`src/rtl/ssd_image_ram_arbiter_if.sv`:
```
// ssd_image_ram_arbiter_if
//  Bundles the three buses around the image RAM arbiter:
//   - cpu_*  Avalon-MM slave port seen by the Nios CPU (waitrequest/readdatavalid)
//   - eng_*  burst-read command and valid/ready output stream of the SSD engine
//   - ram_*  single-port RAM, 1-cycle read latency
//  Modports:
//   slave  - the arbiter's view (takes CPU/engine requests and RAM read data,
//            drives responses, the stream and the RAM command)
//   master - the surroundings' view (CPU, engine consumer and RAM model)
interface ssd_image_ram_arbiter_if #(
    parameter int ADDR_W = 18,
    parameter int DATA_W = 32,
    parameter int BE_W   = 4
);
    logic [ADDR_W-1:0] cpu_address;
    logic              cpu_read;
    logic              cpu_write;
    logic [DATA_W-1:0] cpu_writedata;
    logic [BE_W-1:0]   cpu_byteenable;
    logic              cpu_waitrequest;
    logic [DATA_W-1:0] cpu_readdata;
    logic              cpu_readdatavalid;

    logic              eng_start;
    logic [ADDR_W-1:0] eng_base;
    logic [ADDR_W:0]   eng_len;
    logic              eng_busy;
    logic              eng_done;
    logic [DATA_W-1:0] eng_data;
    logic              eng_valid;
    logic              eng_ready;

    logic [ADDR_W-1:0] ram_address;
    logic [BE_W-1:0]   ram_byteenable;
    logic [DATA_W-1:0] ram_writedata;
    logic              ram_write;
    logic [DATA_W-1:0] ram_readdata;

    modport slave (
        input  cpu_address, cpu_read, cpu_write, cpu_writedata, cpu_byteenable,
        output cpu_waitrequest, cpu_readdata, cpu_readdatavalid,
        input  eng_start, eng_base, eng_len, eng_ready,
        output eng_busy, eng_done, eng_data, eng_valid,
        output ram_address, ram_byteenable, ram_writedata, ram_write,
        input  ram_readdata
    );

    modport master (
        output cpu_address, cpu_read, cpu_write, cpu_writedata, cpu_byteenable,
        input  cpu_waitrequest, cpu_readdata, cpu_readdatavalid,
        output eng_start, eng_base, eng_len, eng_ready,
        input  eng_busy, eng_done, eng_data, eng_valid,
        input  ram_address, ram_byteenable, ram_writedata, ram_write,
        output ram_readdata
    );
endinterface

```
`src/rtl/ssd_image_ram_arbiter.sv`:
```
// ssd_image_ram_arbiter
//  Shares one single-port image RAM (1-cycle read latency) between the Nios
//  CPU (Avalon-MM slave) and the SSD engine's burst-read streamer. One RAM
//  access is issued per cycle; while the engine streams, a pending CPU request
//  is granted after at most SLICE consecutive engine reads, or immediately if
//  the engine cannot issue this cycle.
//  Ports:
//   clk      - clock
//   reset_n  - asynchronous active-low reset
//   bus      - ssd_image_ram_arbiter_if.slave: cpu_* Avalon port, eng_* burst
//              command + valid/ready stream, ram_* RAM port
module ssd_image_ram_arbiter #(
    parameter int ADDR_W = 18,
    parameter int DATA_W = 32,
    parameter int BE_W   = 4,
    parameter int SLICE  = 16
) (
    input  logic                          clk,
    input  logic                          reset_n,
    ssd_image_ram_arbiter_if.slave        bus
);
    localparam int SLICE_W = $clog2(SLICE + 1);
    localparam logic [ADDR_W:0]    CNT_ONE   = (ADDR_W+1)'(1);
    localparam logic [ADDR_W-1:0]  ADDR_ONE  = ADDR_W'(1);
    localparam logic [SLICE_W-1:0] SLICE_ONE = SLICE_W'(1);
    localparam logic [SLICE_W-1:0] SLICE_MAX = SLICE_W'(SLICE);

    typedef enum logic [1:0] {
        ST_IDLE,
        ST_ENG,
        ST_DRAIN
    } state_t;

    state_t state_reg, state_next;

    // Burst bookkeeping
    logic [ADDR_W-1:0]  addr_reg;
    logic [ADDR_W:0]    len_reg;
    logic [ADDR_W:0]    issued_reg;
    logic [ADDR_W:0]    accepted_reg;
    logic [SLICE_W-1:0] slice_cnt_reg;

    // 2-entry engine output FIFO
    logic [DATA_W-1:0]  fifo_mem_reg [2];
    logic               wr_ptr_reg;
    logic               rd_ptr_reg;
    logic [1:0]         fifo_count_reg;

    // In-flight tags: which requester owns the read data arriving this cycle.
    // cpu_rdv_reg doubles as cpu_readdatavalid.
    logic               inflight_eng_reg;
    logic               cpu_rdv_reg;
    logic [DATA_W-1:0]  cpu_readdata_reg;
    logic               eng_done_reg;

    logic               cpu_req;
    logic               cpu_grant;
    logic               eng_can;
    logic               eng_issue;
    logic               fifo_pop;
    logic               start_burst;
    logic               done_next;
    logic [1:0]         occupancy;
    logic               credit_ok;

    assign cpu_req  = bus.cpu_read | bus.cpu_write;
    assign fifo_pop = (fifo_count_reg != 2'd0) & bus.eng_ready;

    // Words buffered plus the one read in flight, less a word leaving this
    // cycle. Counting the same-cycle pop keeps the stream back-to-back under
    // eng_ready=1 while still never exceeding the two FIFO entries.
    assign occupancy = fifo_count_reg + {1'b0, inflight_eng_reg} - {1'b0, fifo_pop};
    assign credit_ok = occupancy < 2'd2;

    always_ff @(posedge clk or negedge reset_n) begin
        if (!reset_n) begin
            state_reg <= ST_IDLE;
        end else begin
            state_reg <= state_next;
        end
    end

    always_comb begin
        state_next  = state_reg;
        cpu_grant   = 1'b0;
        eng_can     = 1'b0;
        eng_issue   = 1'b0;
        start_burst = 1'b0;
        done_next   = 1'b0;
        case (state_reg)
            ST_IDLE: begin
                cpu_grant = cpu_req;
                if (bus.eng_start) begin
                    if (bus.eng_len != '0) begin
                        start_burst = 1'b1;
                        state_next  = ST_ENG;
                    end else begin
                        // Empty burst completes without touching the RAM
                        done_next = 1'b1;
                    end
                end
            end
            ST_ENG: begin
                eng_can   = credit_ok && (issued_reg != len_reg);
                cpu_grant = cpu_req && ((slice_cnt_reg == SLICE_MAX) || !eng_can);
                eng_issue = eng_can && !cpu_grant;
                if (eng_issue && ((issued_reg + CNT_ONE) == len_reg)) begin
                    state_next = ST_DRAIN;
                end
            end
            ST_DRAIN: begin
                cpu_grant = cpu_req;
                if (accepted_reg == len_reg) begin
                    done_next  = 1'b1;
                    state_next = ST_IDLE;
                end
            end
            default: begin
                state_next = ST_IDLE;
            end
        endcase
    end

    always_ff @(posedge clk or negedge reset_n) begin
        if (!reset_n) begin
            addr_reg         <= '0;
            len_reg          <= '0;
            issued_reg       <= '0;
            accepted_reg     <= '0;
            slice_cnt_reg    <= '0;
            fifo_mem_reg[0]  <= '0;
            fifo_mem_reg[1]  <= '0;
            wr_ptr_reg       <= 1'b0;
            rd_ptr_reg       <= 1'b0;
            fifo_count_reg   <= 2'd0;
            inflight_eng_reg <= 1'b0;
            cpu_rdv_reg      <= 1'b0;
            cpu_readdata_reg <= '0;
            eng_done_reg     <= 1'b0;
        end else begin
            eng_done_reg     <= done_next;
            inflight_eng_reg <= eng_issue;
            // A simultaneous read+write is a write, so no read data returns
            cpu_rdv_reg      <= cpu_grant & bus.cpu_read & ~bus.cpu_write;
            if (cpu_rdv_reg) begin
                cpu_readdata_reg <= bus.ram_readdata;
            end

            if (start_burst) begin
                addr_reg     <= bus.eng_base;
                len_reg      <= bus.eng_len;
                issued_reg   <= '0;
                accepted_reg <= '0;
            end else begin
                if (eng_issue) begin
                    addr_reg   <= addr_reg + ADDR_ONE;
                    issued_reg <= issued_reg + CNT_ONE;
                end
                if (fifo_pop) begin
                    accepted_reg <= accepted_reg + CNT_ONE;
                end
            end

            // Counts engine reads issued ahead of a waiting CPU request only
            if (cpu_grant || !cpu_req) begin
                slice_cnt_reg <= '0;
            end else if (eng_issue) begin
                slice_cnt_reg <= slice_cnt_reg + SLICE_ONE;
            end

            if (inflight_eng_reg) begin
                fifo_mem_reg[wr_ptr_reg] <= bus.ram_readdata;
                wr_ptr_reg               <= ~wr_ptr_reg;
            end
            if (fifo_pop) begin
                rd_ptr_reg <= ~rd_ptr_reg;
            end
            case ({inflight_eng_reg, fifo_pop})
                2'b10:   fifo_count_reg <= fifo_count_reg + 2'd1;
                2'b01:   fifo_count_reg <= fifo_count_reg - 2'd1;
                default: fifo_count_reg <= fifo_count_reg;
            endcase
        end
    end

    assign bus.cpu_waitrequest   = cpu_req & ~cpu_grant;
    assign bus.cpu_readdatavalid = cpu_rdv_reg;
    // RAM data arrives in the valid cycle itself; the register holds the last
    // read value afterwards and is 0 out of reset.
    assign bus.cpu_readdata      = cpu_rdv_reg ? bus.ram_readdata : cpu_readdata_reg;

    assign bus.eng_busy  = (state_reg != ST_IDLE);
    assign bus.eng_done  = eng_done_reg;
    assign bus.eng_valid = (fifo_count_reg != 2'd0);
    assign bus.eng_data  = fifo_mem_reg[rd_ptr_reg];

    assign bus.ram_address    = cpu_grant ? bus.cpu_address : addr_reg;
    assign bus.ram_write      = cpu_grant & bus.cpu_write;
    assign bus.ram_byteenable = cpu_grant ? bus.cpu_byteenable : '1;
    assign bus.ram_writedata  = bus.cpu_writedata;
endmodule

```
`src/flat_wrapper.sv`:
```
// flat-port wrapper written by rule: the top's interface ports become plain ports
module ssd_image_ram_arbiter_flat 
#(
    parameter int ADDR_W = 18,
    parameter int DATA_W = 32,
    parameter int BE_W   = 4,
    parameter int SLICE  = 16
)
  (clk, reset_n, bus_cpu_address, bus_cpu_read, bus_cpu_write, bus_cpu_writedata, bus_cpu_byteenable, bus_cpu_waitrequest, bus_cpu_readdata, bus_cpu_readdatavalid, bus_eng_start, bus_eng_base, bus_eng_len, bus_eng_ready, bus_eng_busy, bus_eng_done, bus_eng_data, bus_eng_valid, bus_ram_address, bus_ram_byteenable, bus_ram_writedata, bus_ram_write, bus_ram_readdata);
  ssd_image_ram_arbiter_if #(.ADDR_W(ADDR_W), .DATA_W(DATA_W), .BE_W(BE_W)) bus_i ();
  input  logic clk;
  input  logic reset_n;
  input wire logic [$bits(bus_i.cpu_address)-1:0] bus_cpu_address;
  input wire logic [$bits(bus_i.cpu_read)-1:0] bus_cpu_read;
  input wire logic [$bits(bus_i.cpu_write)-1:0] bus_cpu_write;
  input wire logic [$bits(bus_i.cpu_writedata)-1:0] bus_cpu_writedata;
  input wire logic [$bits(bus_i.cpu_byteenable)-1:0] bus_cpu_byteenable;
  output wire logic [$bits(bus_i.cpu_waitrequest)-1:0] bus_cpu_waitrequest;
  output wire logic [$bits(bus_i.cpu_readdata)-1:0] bus_cpu_readdata;
  output wire logic [$bits(bus_i.cpu_readdatavalid)-1:0] bus_cpu_readdatavalid;
  input wire logic [$bits(bus_i.eng_start)-1:0] bus_eng_start;
  input wire logic [$bits(bus_i.eng_base)-1:0] bus_eng_base;
  input wire logic [$bits(bus_i.eng_len)-1:0] bus_eng_len;
  input wire logic [$bits(bus_i.eng_ready)-1:0] bus_eng_ready;
  output wire logic [$bits(bus_i.eng_busy)-1:0] bus_eng_busy;
  output wire logic [$bits(bus_i.eng_done)-1:0] bus_eng_done;
  output wire logic [$bits(bus_i.eng_data)-1:0] bus_eng_data;
  output wire logic [$bits(bus_i.eng_valid)-1:0] bus_eng_valid;
  output wire logic [$bits(bus_i.ram_address)-1:0] bus_ram_address;
  output wire logic [$bits(bus_i.ram_byteenable)-1:0] bus_ram_byteenable;
  output wire logic [$bits(bus_i.ram_writedata)-1:0] bus_ram_writedata;
  output wire logic [$bits(bus_i.ram_write)-1:0] bus_ram_write;
  input wire logic [$bits(bus_i.ram_readdata)-1:0] bus_ram_readdata;
  assign bus_i.cpu_address = bus_cpu_address;
  assign bus_i.cpu_read = bus_cpu_read;
  assign bus_i.cpu_write = bus_cpu_write;
  assign bus_i.cpu_writedata = bus_cpu_writedata;
  assign bus_i.cpu_byteenable = bus_cpu_byteenable;
  assign bus_cpu_waitrequest = bus_i.cpu_waitrequest;
  assign bus_cpu_readdata = bus_i.cpu_readdata;
  assign bus_cpu_readdatavalid = bus_i.cpu_readdatavalid;
  assign bus_i.eng_start = bus_eng_start;
  assign bus_i.eng_base = bus_eng_base;
  assign bus_i.eng_len = bus_eng_len;
  assign bus_i.eng_ready = bus_eng_ready;
  assign bus_eng_busy = bus_i.eng_busy;
  assign bus_eng_done = bus_i.eng_done;
  assign bus_eng_data = bus_i.eng_data;
  assign bus_eng_valid = bus_i.eng_valid;
  assign bus_ram_address = bus_i.ram_address;
  assign bus_ram_byteenable = bus_i.ram_byteenable;
  assign bus_ram_writedata = bus_i.ram_writedata;
  assign bus_ram_write = bus_i.ram_write;
  assign bus_i.ram_readdata = bus_ram_readdata;
  ssd_image_ram_arbiter #(.ADDR_W(ADDR_W), .DATA_W(DATA_W), .BE_W(BE_W), .SLICE(SLICE)) u_core (.clk(clk), .reset_n(reset_n), .bus(bus_i));
endmodule
```
`config.mk`:
```
export PLATFORM = sky130hd
export DESIGN_NAME = ssd_image_ram_arbiter_flat
export DESIGN_NICKNAME = d
export VERILOG_FILES = /design/src/rtl/ssd_image_ram_arbiter_if.sv /design/src/rtl/ssd_image_ram_arbiter.sv /design/src/flat_wrapper.sv
export SDC_FILE = /design/constraint.sdc
export NUM_CORES = 1
export LEC_CHECK = 0
export BUFFER_PORTS_ARGS = -buffer_cell sky130_fd_sc_hd__buf_4
export CORE_MARGIN = 2
export CORE_UTILIZATION = 50
export CTS_CLUSTER_DIAMETER = 150
export DETAILED_ROUTE_END_ITERATION = 12
export GPL_ROUTABILITY_DRIVEN = 0
export PLACE_DENSITY = 0.76
export SYNTH_ARGS = -nofsm -noshare
export SYNTH_HDL_FRONTEND = slang
export SYNTH_SLANG_ARGS = --single-unit
export TNS_END_PERCENT = 100
```
`constraint.sdc`:
```
create_clock -name clk -period 4.1 [get_ports clk]
set_clock_uncertainty 0.1 [all_clocks]
set_input_delay 0.205 -clock clk [delete_from_list [all_inputs] [get_ports clk]]
set_output_delay 0.205 -clock clk [all_outputs]
set_load 0.05 [all_outputs]
```
==> results of run 1 <==
cell type report:
type,instances,area [um^2]
repair buffers,270,2220
inverters,17,63.8
flip-flops and latches,185,4630
clock buffers,17,425
well taps,234,293
multi-input cells,604,4420
clock inverters,15,128
fillers,1473,6520
cells by family (layout without fill, tap and decap cells):
family          count (synthesis)  count (layout)  synth area share (%)
simple gates                  284             284                  14.8
flops                         185             185                  48.5
mux                           147             147                  17.3
xor+xnor                       93              93                  8.53
compound gates                 73              73                  4.61
fa+ha+maj                       7               7                 0.917
buf+inv                        93             319                  5.33
stage by stage:
step | cell area, um^2 | power, uW | cells | worst slack (ps)
2_1_floorplan | 9550 | 7840 | 882 | 802
3_3_place_gp | 10900 | 9290 | 1238 | 949
3_5_place_dp | 10900 | 9380 | 1238 | 849
4_1_cts | 12200 | 11000 | 1342 | 379
5_1_grt | 12200 | 11600 | 1342 | 207
6_report | 12200 | 11000 | 1342 | 384
Yosys cell counts (4+ instances only):
| cell type | instances | area share [%] |
|---|---|---|
| a21oi_1 | 19 | 1.0 |
| and2_1 | 4 | 0.26 |
| and3_1 | 10 | 0.65 |
| buf_1 | 15 | 0.59 |
| buf_2 | 8 | 0.42 |
| buf_4 | 34 | 2.7 |
| clkbuf_1 | 16 | 0.63 |
| dfrtp_1 | 185 | 48 |
| ha_1 | 7 | 0.92 |
| inv_1 | 16 | 0.63 |
| mux2_2 | 146 | 17 |
| nand2_1 | 106 | 4.2 |
| nand2b_1 | 6 | 0.39 |
| nand3_1 | 18 | 0.94 |
| nand4_1 | 21 | 1.4 |
| nor2_1 | 55 | 2.2 |
| nor3_1 | 6 | 0.31 |
| nor4_1 | 17 | 1.1 |
| o21ai_0 | 21 | 1.1 |
| o21ai_1 | 9 | 0.47 |
| or2_2 | 8 | 0.52 |
| or3_1 | 6 | 0.39 |
| or4_1 | 4 | 0.31 |
| xnor2_1 | 35 | 3.2 |
| xor2_1 | 58 | 5.3 |
per-layer routing:
layer | up-vias | wire (um)
met5 | - | 0
met4 | 0 | 389
met3 | 34 | 1210
met2 | 243 | 10800
met1 | 3526 | 9910
li1 | 3446 | -
power groups by stage:
| stage | Clock, uW | Combinational [uW] | Sequential, uW |
|---|---|---|---|
| 2_1_floorplan | 0 | 4940 | 2900 |
| 3_3_place_gp | 0 | 6240 | 3050 |
| 3_5_place_dp | 0 | 6300 | 3080 |
| 4_1_cts | 1600 | 6380 | 3050 |
| 5_1_grt | 1670 | 6740 | 3140 |
| 6_report | 1560 | 6350 | 3060 |
worst min path at each step:
stage | startpoint | to | slack (ps) | cells after the start
CTS | bus_eng_base[15] | u_core.addr_reg[15] | 40 | 4
finish | bus_eng_base[15] | u_core.addr_reg[15] | 50 | 4
global placement | bus_eng_base[12] | u_core.addr_reg[12] | 310 | 3
detailed placement | bus_cpu_writedata[11] | bus_ram_writedata[11] | 310 | 0
floorplan | reset_n | u_core.accepted_reg[0] | -190 | 0
global route | bus_eng_base[15] | u_core.addr_reg[15] | 60 | 4
repair_timing:
action / in CTS / in global routing
hold endpoints to repair: 241 / 0
resized for setup: 0 / 0
hold buffers: 72 / 0
tightest hold or removal path, stage by stage:
cell and delay, ps:
buf_4 110, nor2_1 90, a41o_1 100, nor2_1 40
==> summary.md, run 1 <==
| Metric | Value |
|---|---|
| DR pass1 iterations | `5` |
| Mapped Cells | `882` |
| CP peak stage delay | `around 430 ps` |
| Register share of total power | `27.9%` |
| Worst setup path startpoint | `u_core.fifo_count_reg[0]` |
| Cell count along the critical path | `11` |
| Total wire length | `~22 mm` |
| Power per cell area | `approximately 900 nW/um^2` |
| Critical path startpoint category | `flip-flop` |
| Total CTS buffers | `17` |
| CP max-delay cell | `dfrtp_1` |
| WS Path Type | `flip-flop to output pin` |
| Tmin final | `3720 ps` |
| Worst Setup End Kind | `output pin` |
| Psw | `between 5000 and 6000 uW` |
| H-Tree Depth | `4` |
| Largest net degree at the start of global routing | `109` |
| Met3 Usage GRT | `4.51%` |
| Worst slew pin tran | `1040 ps` |
| Number of synthesized flops with an enable pin | `0` |
| Crit-path leading delay family | `simple AND/OR/NAND/NOR gates` |
| Crit-path cells | `or2_2 -> and2_1 -> ha_1 -> xnor2_1 -> xnor2_1 -> nand2b_1 -> a21oi_1 -> o21ai_1 -> o21ai_2 -> or2_2 -> buf_4` |
| FP Rows | `50` |
| Clk buf depth | `2` |
| Vias after detailed routing | `7,249` |
| Ys async rst share | `100%` |
| Final Util | `65.2%` |
| Max Freq | `0.269 GHz` |
| Final Hold Fails | `0` |
| Final Cycle Share | `90.6%` |
| Inserted Diodes | `0` |
| Ys Warns | `0` |
| Global-route wire length before repair | `36.0 mm` |
| Clk_lat worst skew | `420 ps` |
| Dominant synthesized flop cell | `dfrtp_1` |
| Most common cell after layout, fill and taps aside | `buf_4` |
| Mean Syn Cell Area | `10.8 um^2` |
| Root buffer cell | `clkbuf_16` |
| Initial antenna violation count | `0` |
| Reg-to-Reg Start | `u_core.fifo_count_reg[0]` |
| Initial Util | `51.1%` |
| Crit path max fanout | `22` |
| Post-Syn Nets | `just over 1,000` |
| Gate power share | `about 58%` |
| Layout cell share with drive strength beyond 1 | `36.2%` |
| Status | `completed` |
| GR Util met2 | `37.1%` |
| Vias in the first global route | `7,180` |
| Reg2reg end | `u_core.addr_reg[13]` |
| Clock share of power | `14.2%` |
| Detail Route Antenna Nets | `0` |
| Pint | `5730 uW` |
| Fin Setup TNS | `0 ps` |
| Max VDD drop | `0.767 mV` |
| Dpl hpwl | `approximately 15 mm` |
| Core area | `approximately 19,000 um^2` |
| Sw Share | `47.8%` |
| CTS tree | `built` |
| Total Routing Usage GR | `22.3%` |
| Final-report max-slew violation count | `0` |
| #FFs+latches synth | `185` |
| Drt via density | `around 5.4` |
| Total global routing overflow | `0` |
| RSZ-0062 raised after global routing | `no` |
| Hold/Removal Path Class | `input pin to flip-flop` |
| Height of the die | `142 um` |
| I/O pin count | `253` |
| Mapped Area | `between 9000 and 10,000 um^2` |
| Worst path arrival time | `3410 ps` |
| Die X | `142 um` |
| Required @ worst endpoint | `3800 ps` |
| Nets@finish | `1,231` |
| Seq/Total Area, Yosys | `48.5%` |
| Slew HR | `30.9%` |
| Post-route DRC | `0` |
| Grt peak-use layer | `met2` |
| Worst path bufs/invs | `1` |
| Critical Path End | `bus_ram_byteenable[2]` |
| Avg WL per Cell | `16.6 um` |
| Synthesis-to-finish area growth | `27.6%` |
| Reg clk slew, reported paths | `70 ps` |
| Buffers on Ports | `between 150 and 200` |
| Worst R2R Path Depth | `10` |
| GR Util met1 | `between 20% and 30%` |
| Synth unique cells | `61` |
| CTS sink cnt | `between 150 and 200` |
| Max cap viols | `0` |
| Worst R2R Setup Slack | `830 ps` |
| Largest register FFs | `64` |
| Die area | `just over 20,000 um^2` |
| LEAKAGE | `0.00551 uW` |
| Worst hold slack | `53.7 ps` |
| Post-CTS Setup Bufs | `0` |
| Final setup fails | `0` |
| Number of DRC markers in iteration 0 | `367` |
| Most frequent cells in the layout | `196 x buf_4, 185 x dfrtp_1, 146 x mux2_2` |
Note: power is estimated with default switching activity, not from simulation.
==> inputs of run 2 (changes only) <==
--- a/config.mk
+++ b/config.mk
@@ -8,6 +8,7 @@
 export BUFFER_PORTS_ARGS = -buffer_cell sky130_fd_sc_hd__buf_4
 export CORE_MARGIN = 2
 export CORE_UTILIZATION = 50
+export CTS_BUF_LIST = sky130_fd_sc_hd__clkbuf_4 sky130_fd_sc_hd__clkbuf_8
 export CTS_CLUSTER_DIAMETER = 150
 export DETAILED_ROUTE_END_ITERATION = 12
 export GPL_ROUTABILITY_DRIVEN = 0
==> run 2 against run 1 <==
Sequential share of layout area grew 0.57 points. First-iteration DRC count grew 10%. Sequential cell count is the same. Global-route usage shrank 0.22 points. Setup slack lost 19 ps.
==> summary.md, run 2 (synthesis gave the netlist of run 1 again) <==
| Metric | Value |
|---|---|
| Status | `completed` |
| Avg WL per Cell | `16.5 um` |
| Overall Power | `10,600 uW` |
| Final Cycle Share | `91.1%` |
| Number of DRC markers in iteration 0 | `405` |
| Power per cell area | `880 nW/um^2` |
| Buffers on Ports | `188` |
| Total global routing overflow | `0` |
| Vias in the first global route | `roughly 7,100` |
| Largest register FFs | `64` |
| Max cap viols | `0` |
| Nets@finish | `approximately 1,200` |
| Required @ worst endpoint | `3800 ps` |
| CTS sink cnt | `~190` |
| Die area | `a little over 20,000 um^2` |
| Drt via density | `5.39` |
| H-Tree Depth | `4` |
| Critical path startpoint category | `flip-flop` |
| Final-report max-slew violation count | `0` |
| Final Hold Fails | `0` |
| I/O pin count | `roughly 250` |
| Height of the die | `142 um` |
| Inserted Diodes | `0` |
| FP Rows | `50` |
| Final Util | `around 64%` |
| Reg clk slew, reported paths | `around 100 ps` |
| Max Freq | `0.268 GHz` |
| LEAKAGE | `0.00543 uW` |
| Vias after detailed routing | `7,244` |
| Total CTS buffers | `17` |
| Synthesis-to-finish area growth | `25.7%` |
| Worst slew pin tran | `roughly 1000 ps` |
| RSZ-0062 raised after global routing | `no` |
| Worst Setup End Kind | `output pin` |
| Largest net degree at the start of global routing | `around 110` |
| Layout cell share with drive strength beyond 1 | `roughly 36%` |
| Slew HR | `31.8%` |
| Crit path max fanout | `22` |
| Clk buf depth | `2` |
| Worst hold start | `bus_eng_ready` |
| Most frequent cells in the layout | `196 x buf_4, 185 x dfrtp_1, 146 x mux2_2` |
| Cell total after placement | `1,238` |
| Multi-input gate area | `4420 um^2` |
| Die X | `142 um` |
| Fillers | `1,504` |
| Post-cts repair resize count | `0` |
| Detail Route Antenna Nets | `0` |
| DR pass1 iterations | `6` |
| CTS tree | `built` |
| Core area | `18,700 um^2` |
| Initial Util | `51.1%` |
| FF/Latch Area | `4630 um^2` |
| Final setup margin | `366 ps` |
| Total wire length | `between 20 and 25 mm` |
| Worst path arrival time | `about 3400 ps` |
| Max VDD drop | `0.790 mV` |
| Layout Cells excl Fill | `1,343` |
| Total Routing Usage GR | `22.1%` |
| Final setup fails | `0` |
| Worst setup path startpoint | `u_core.fifo_count_reg[0]` |
| Root buffer cell | `clkbuf_8` |
| Tmin final | `3730 ps` |
| Fin Setup TNS | `0 ps` |
| Hold/Removal Path Class | `input pin to flip-flop` |
| Dpl hpwl | `14.9 mm` |
| Clk_lat worst skew | `460 ps` |
| Post-route DRC | `0` |
| WS Path Type | `flip-flop to output pin` |
| Reg-to-Reg Start | `u_core.fifo_count_reg[0]` |
| Global-route wire length before repair | `roughly 36 mm` |
| Dpl ws | `849 ps` |
| Most common cell after layout, fill and taps aside | `buf_4` |
| Initial antenna violation count | `0` |
==> run 2: changes by cell type in the layout (fill, tap and decap cells not counted), sizes merged <==
| cell | previous run | this run |
|---|---|---|
| dlygate4sd3 | 72 | 73 |
==> run 2: final cells by class <==
| class | instances | area share, % |
|---|---|---|
| multi-input combinational | 604 | 36.9 |
| inverter | 17 | 0.532 |
| tap | 234 | 2.44 |
| clock inverter | 15 | 1.06 |
| sequential | 185 | 38.6 |
| timing repair buffer | 271 | 18.6 |
| clock buffer | 17 | 1.95 |
==> run 2: final timing paths <==
path,to,slack (ps),cells after the start
max reg2reg,u_core.addr_reg[13],910,10
max,bus_ram_address[4],370,11
min reg2reg,u_core.wr_ptr_reg,380,1
min in group asynchronous,u_core.len_reg[18],350,2
max in group asynchronous,u_core.fifo_mem_reg[25],2610,3
min,u_core.rd_ptr_reg,140,4
==> run 2: metal layers <==
layer	vias up	track usage, %	routed length [um]
li1	3446	-	-
met1	3531	30.1	9990
met2	237	36.7	10700
met3	30	4.37	1110
met4	0	5.05	335
met5	-	0	0
==> run 2: what timing repair did <==
| item | CTS | global route |
|---|---|---|
| hold buffers | 73 | 0 |
| setup buffers | 0 | 0 |
| setup endpoints to repair | 0 | 0 |
| endpoints found under the hold margin | 242 | 0 |
==> run 2: through the flow <==
step / instance area, um^2 / hold WS, ps
final: 12000 / 138
after global routing: 12000 / 131
after CTS: 12000 / 120
after detailed placement: 10900 / 310
after global placement: 10900 / 307
after floorplan: 9550 / -191
==> run 2: critical path, stage by stage (launching register included) <==
cell      delay [ps]
dfrtp_1          430
or2_2            300
and2_1           180
ha_1             290
nor2b_1          140
xnor2_1          150
nand2b_1         170
a21oi_1          140
o21ai_1          130
o21ai_2          420
mux2_2           420
buf_4            190
==> run 2: power by group <==
part / switching, uW / leakage [uW] / internal, uW
clock network: 714 / 0.000187 / 443
registers: 517 / 0.00226 / 2540
logic: 3960 / 0.00298 / 2390
